File: src/rtl/pc_sequencer_pkg.sv
// pc_sequencer_pkg: shared widths, increment constant and sequencer state encoding
package pc_sequencer_pkg;
  localparam int PC_W = 32;
  localparam int OFF_W = 8;
  localparam logic [PC_W-1:0] PC_INC = 32'd4;
  typedef enum logic {RUN = 1'b0, HOLD = 1'b1} state_t;
endpackage

File: src/rtl/pc_sequencer_target_calc.sv
// pc_target_calc: combinational PC+4 and sign-extended word-offset branch/jump target
module pc_target_calc
  import pc_sequencer_pkg::*;
(
  input  logic [PC_W-1:0]  pc,
  input  logic [OFF_W-1:0] offset,
  output logic [PC_W-1:0]  pc_plus4,
  output logic [PC_W-1:0]  target
);
  assign pc_plus4 = pc + PC_INC;
  assign target = pc_plus4 + {{(PC_W-OFF_W-2){offset[OFF_W-1]}}, offset, 2'b00};
endmodule

File: src/rtl/pc_sequencer.sv
// pc_sequencer: PC register and next-PC sequencer with stall-held redirect.
// Define PC_BNE_EN to let the BNE input take part in the redirect decision.
module pc_sequencer
  import pc_sequencer_pkg::*;
#(
  parameter logic [PC_W-1:0] RESET_PC = 32'd0
) (
  input  logic             CLK,
  input  logic             RESET,
  input  logic             BUSYWAIT,
  input  logic             JUMP,
  input  logic             BRANCH,
  input  logic             BNE,
  input  logic             ZERO,
  input  logic [OFF_W-1:0] OFFSET,
  output logic [PC_W-1:0]  PC,
  output logic [PC_W-1:0]  PC_PLUS4,
  output logic             REDIRECTED
);
  state_t state;
  logic [PC_W-1:0] pend_reg;
  logic [PC_W-1:0] target;
  logic take;
  pc_target_calc u_calc (
    .pc      (PC),
    .offset  (OFFSET),
    .pc_plus4(PC_PLUS4),
    .target  (target)
  );
`ifdef PC_BNE_EN
  assign take = JUMP | (BRANCH & ZERO) | (BNE & ~ZERO);
`else
  logic bne_unused;
  assign bne_unused = BNE;
  assign take = JUMP | (BRANCH & ZERO);
`endif
  // The first target captured during a stall wins; later requests are dropped.
  always_ff @(posedge CLK) begin
    if (!RESET) begin
      PC <= RESET_PC;
      REDIRECTED <= 1'b0;
      state <= RUN;
      pend_reg <= '0;
    end else if (state == HOLD) begin
      REDIRECTED <= !BUSYWAIT;
      if (!BUSYWAIT) begin
        PC <= pend_reg;
        state <= RUN;
      end
    end else if (!BUSYWAIT) begin
      PC <= take ? target : PC_PLUS4;
      REDIRECTED <= take;
    end else begin
      REDIRECTED <= 1'b0;
      if (take) begin
        pend_reg <= target;
        state <= HOLD;
      end
    end
  end
endmodule

File: config.mk
export PLATFORM = sky130hd
export DESIGN_NAME = pc_sequencer
export DESIGN_NICKNAME = d
export VERILOG_FILES = /design/src/rtl/pc_sequencer_pkg.sv /design/src/rtl/pc_sequencer_target_calc.sv /design/src/rtl/pc_sequencer.sv
export SDC_FILE = /design/constraint.sdc
export NUM_CORES = 1
export LEC_CHECK = 0
export ABC_AREA = 1
export ABC_CLOCK_PERIOD_IN_PS = 2400
export CAP_MARGIN = 10
export CORE_ASPECT_RATIO = 1.1
export CORE_MARGIN = 1
export CORE_UTILIZATION = 25
export CTS_CLUSTER_SIZE = 28
export DETAILED_ROUTE_END_ITERATION = 8
export GPL_TIMING_DRIVEN = 0
export PLACE_DENSITY = 0.47
export SLEW_MARGIN = 20
export SYNTH_ARGS = -nofsm -noshare
export SYNTH_HDL_FRONTEND = slang
export SYNTH_HIERARCHICAL = 1
export SYNTH_SLANG_ARGS = --single-unit
File: constraint.sdc
create_clock -name CLK -period 2.4 [get_ports CLK]
set_input_delay 0.72 -clock CLK [delete_from_list [all_inputs] [get_ports CLK]]
set_output_delay 0.72 -clock CLK [all_outputs]
set_load 0.05 [all_outputs]
Word-level counts from Yosys, hierarchy flattened
Cells that the tools add are included.

cells by class
  reductions and logical operators = 2
  multiplexer cells = 10
  $add $sub $neg = 2
  bitwise operators = 3

operators by type and width
  operator               count
  $mux 32                4
  $add 32x3->32 const B  1
  $add 32x32->32         1
  $mux 1                 6
  $reduce_and 3->1       1
  $and 1x1->1            1
  $logic_not 1->1        1
  $not 1->1              1
  $or 1x1->1             1

word-level totals
  output and inout port bits = 65
  word-level logic and storage cells = 21
  bits in registers = 66

Longest topological paths before layout
  depth after elaboration = 5
  gate-level depth with buffers = 24
  depth with buffers taken out = 24

Modules after synthesis
Netlist, hierarchy kept.

modules (own cells, without submodules)
  module          cells each  area each (µm²)  seq. area each (µm²)  instances
  pc_sequencer    467         3067.9           1321.3                1
  pc_target_calc  525         2772.7           0.0                   1

Worst setup path after synthesis
Ideal clock, no wire load.

  path kind = register -> register
  start = register PC[2]
  end = register PC[23]
  period minus slack after synthesis = 4.109 ns
  slack = -1.709 ns
  setup time = 0.114 ns
  arrival time = 3.995 ns
  cell stages (with the launch flop) = 21
  data required time = 2.286 ns
  cells stage by stage = dfxtp_1 -> inv_1 -> nor2_4 -> nand2_4 -> nor2_4 -> and3_2 -> xor2_1 -> ha_1 -> nand2_1 -> inv_1 -> nand2_1 -> nand2_1 -> a21oi_1 -> nand2_1 -> nand2_1 -> nand2_1 -> xor2_1 -> nand2_1 -> nand3_1 -> nand2_1 -> nand2_1

on the way
  cells in the longest elaborated chain, start to end = 5

ends and longest elaborated chain
  element                   line                            text
  start: declaration        pc_sequencer.sv:16              output logic [PC_W-1:0] PC,
  start signal: assignment  pc_sequencer.sv:47              PC <= pend_reg;
  start signal: assignment  pc_sequencer.sv:51              PC <= take ? target : PC_PLUS4;
  $add 32x3->32             pc_sequencer_target_calc.sv:10  assign pc_plus4 = pc + PC_INC;
  named net PC_PLUS4[2]     pc_sequencer.sv:17              output logic [PC_W-1:0] PC_PLUS4,
  $add 32x32->32            pc_sequencer_target_calc.sv:11  assign target = pc_plus4 + {{(PC_W-OFF_W-2){offset[OFF_W-1]}}, offset, 2'b00};
  named net target[23]      pc_sequencer.sv:22              logic [PC_W-1:0] target;
  $mux 32                   pc_sequencer.sv:51
  $mux 32                   pc_sequencer.sv:50              end else if (!BUSYWAIT) begin
  $mux 32                   pc_sequencer.sv:44              end else if (state == HOLD) begin

The timed path passes the listed nets, and every way through them passes these cells. The select of a mux whose other input is x is not followed.
A chain may end at the register's enable or synchronous reset.

Worst setup path in the final report
  start = register PC[2]
  end = output port PC_PLUS4[13]

on the way
  cells in the longest elaborated chain, start to end = 1

ends and longest elaborated chain
  element           line
  $add 32x3->32     pc_sequencer_target_calc.sv:10
  end: declaration  pc_sequencer.sv:17

Every way passes these cells.

==> flow_summary.yaml <==
place:
  place_congestion: 0.860
  port_buffers: 78
  placed_area_sq_um: 7430
  place_inst: 1371
  hpwl_um: 18500
cells_and_area:
  drive_above_1_share_pct: 45.2
  fillers: 2280
  seq_area_sq_um: 1390
  fin_area_sq_um: 10500
  area_delta_synth_final_pct: 79.3
  antenna_cells: 0
  final_cells: 1495
  multi_input_area_sq_um: 5900
  nNetsFinal: 1240
  final_common_cell: "nand2_1"
  final_cell_mix: "nand2_1, nand3_1, nand2_2"
global_route:
  gr-total-overflow: 0
  met2_usage_pct: 36.1
  grtUsageMet3_pct: 3.26
  grt_pass1_vias: 6856
  grt_busiest_layer: "met2"
  grt_max_degree: 18
  grt_util_all_layers_pct: 20.7
  grt_pass1_wl_um: 37900
  met1_usage_pct: 24.9
  antenna_found_initial: 0
sta:
  setup_viol: 71
  drv_slew: 0
  fin_skew_ns: 0.00770
  hold_violations: 0
  relSlewSlack_pct: 59.3
  fin_ws_ns: -0.583
  tightest_slew_ns: 0.610
  fmax_mhz: 335
  period_share_pct: 124
  timing.hold.ws_ns: 0.466
  finalWorstPathRequiredPeriod_ns: 2.98
  rsz0062_at_grt: "yes"
cts:
  cts.clk_slew.worst_paths_ns: 0.06
  cts_tree: "built"
  ctsRootBufferMaster: "clkbuf_16"
  clkSinkCount: 66
  htree_levels: 3
  insertion_delay_ns: 0.34
  cts_buffers: 9
  clockBufferDepth: 2
logic_synthesis:
  ys_async_sr_fraction_pct: 0
  ys_seq_elements: 66
  ys.flop_type: "dfxtp_1"
  yosys_warnings: 6
  synth_area_sq_um: 5840
  synth_edf_count: 0
  synth_seq_area_share_pct: 22.6
  synth.avg_cell_area_sq_um: 5.89
  syn_inst: 992
  ys_types: 33
  synth_nets: 1041
setup_path:
  start_kind: "flip-flop"
  critical_path.startpoint: "PC[2]"
  crit_required_ns: 1.68
  end_kind: "primary output"
  crit_end: "PC_PLUS4[13]"
  criticalPathCategory: "flip-flop to primary output"
  worstPathMaxFanout: 4
  worstReg2RegEnd: "PC[31]"
  reg2reg_from: "PC[2]"
  worstRegToRegCells: 23
  arrival_ns: 2.26
  r2r_slack_ns: -0.57
run_status:
  outcome: "finished, violations left"
  violations: "setup timing"
floorplan:
  ios: 80
  fp.coreArea_sq_um: 22900
  die_width_um: 148
  dieArea_sq_um: 24000
  fp.dieH_um: 162
  start_util_pct: 25.6
  rows: 58
detailed_routing:
  drc_errors: 0
  dr.pass1.iters: 6
  detail_route.wl_per_cell_um: 16.8
  drtIter0Drc: 433
  wl_um: 25100
  antenna_left: 0
  via_count: 7105
  routed_via_density: 4.75
power_and_ir_drop:
  p_leak_nw: 4.91
  power_per_cell_area_nw_per_um2: 535
  peakVddDrop_mv: 0.395
  power_w: 0.00561
job:
  drv_cap: 0
hold_path:
  min_path_type: "flip-flop to flip-flop"
## metal layers
| metal | wire length, um | part of all wire, % |
|---|---|---|
| met5 | 0 | 0 |
| met2 | 12700 | 51 |
| met3 | 995 | 4.0 |
| met4 | 1040 | 4.1 |
| met1 | 10400 | 41 |
## critical path, stage by stage, from the launching register on
cell and delay (ns):
dfxtp_4 0.39, clkinvlp_4 0.11, nor2_4 0.12, nand2_4 0.11, nor2_4 0.20, and3_4 0.25, xor2_4 0.25, buf_4 0.16
buf_6 0.08, buf_6 0.11, buf_8 0.14
## synthesized netlist by cell type, types with 2 or more instances
master / count / share of area, %
o21ai_0: 11 / 0.94
ha_1: 33 / 7.1
nor3_1: 7 / 0.60
o21bai_1: 4 / 0.51
nor2_1: 119 / 7.6
buf_6: 5 / 0.96
nand3_1: 128 / 11
xnor2_1: 12 / 1.8
nand2_2: 8 / 0.86
nor2_2: 2 / 0.21
clkbuf_1: 8 / 0.51
buf_4: 4 / 0.51
xor2_1: 30 / 4.5
buf_1: 2 / 0.13
inv_2: 4 / 0.26
nor4_1: 2 / 0.21
inv_1: 89 / 5.7
buf_2: 19 / 1.6
nand2_1: 347 / 22
nand4_1: 12 / 1.3
nor2_4: 7 / 1.3
dfxtp_1: 66 / 23
a21oi_1: 63 / 5.4
## where the power goes
part	internal [W]	switching (W)
combinational	0.00121	0.00175
sequential	0.00121	0.000138
clock	0.000824	0.000488
## worst min path at each step
stage / startpoint / end / cells past startpoint
floorplan: pend_reg[0] / pend_reg[0] / 2
global placement: pend_reg[1] / pend_reg[1] / 2
detailed placement: pend_reg[31] / pend_reg[31] / 2
CTS: pend_reg[31] / pend_reg[31] / 2
global route: pend_reg[31] / pend_reg[31] / 2
finish: pend_reg[31] / pend_reg[31] / 2
## kinds of logic (layout without fill, tap and decap cells)
kind of cell,count (synthesis),in the layout,share of synthesized area [%]
compound gates,81,81,7.24
xor+xnor,42,42,6.30
fa+ha+maj,34,34,7.41
buf+inv,131,334,9.73
flops,66,66,22.6
simple gates,638,638,46.7
## layout make-up
class                   count  share of cell area [%]
multi-input cells         795                    56.4
repair buffers            188                    18.5
flip-flops and latches     66                    13.3
well taps                 300                    3.58
inverters                  93                    3.42
clock buffers              12                    2.35
plain buffers              38                    2.09
clock inverters             3                   0.382
## per-stage QoR
stage	utilization, %	setup TNS, ns	setup WS, ns
finish	45.8	-25.29	-0.583
global route	45.8	-34.42	-0.719
CTS	41.9	-25.26	-0.605
detailed placement	32.5	-55.87	-1.23
global placement	32.4	-98.77	-1.99
floorplan	-	-35.88	-0.838
## timing repair
action                                  4_1_cts  5_1_grt
resized for setup                           502      161
buffers inserted                             73       39
endpoints found under the setup margin       83       83
hold endpoints to repair                      0        0
gates cloned                                  0        0
hold buffers                                  0        0
pin swaps                                   138      116
(Power assumes the default switching activity.)
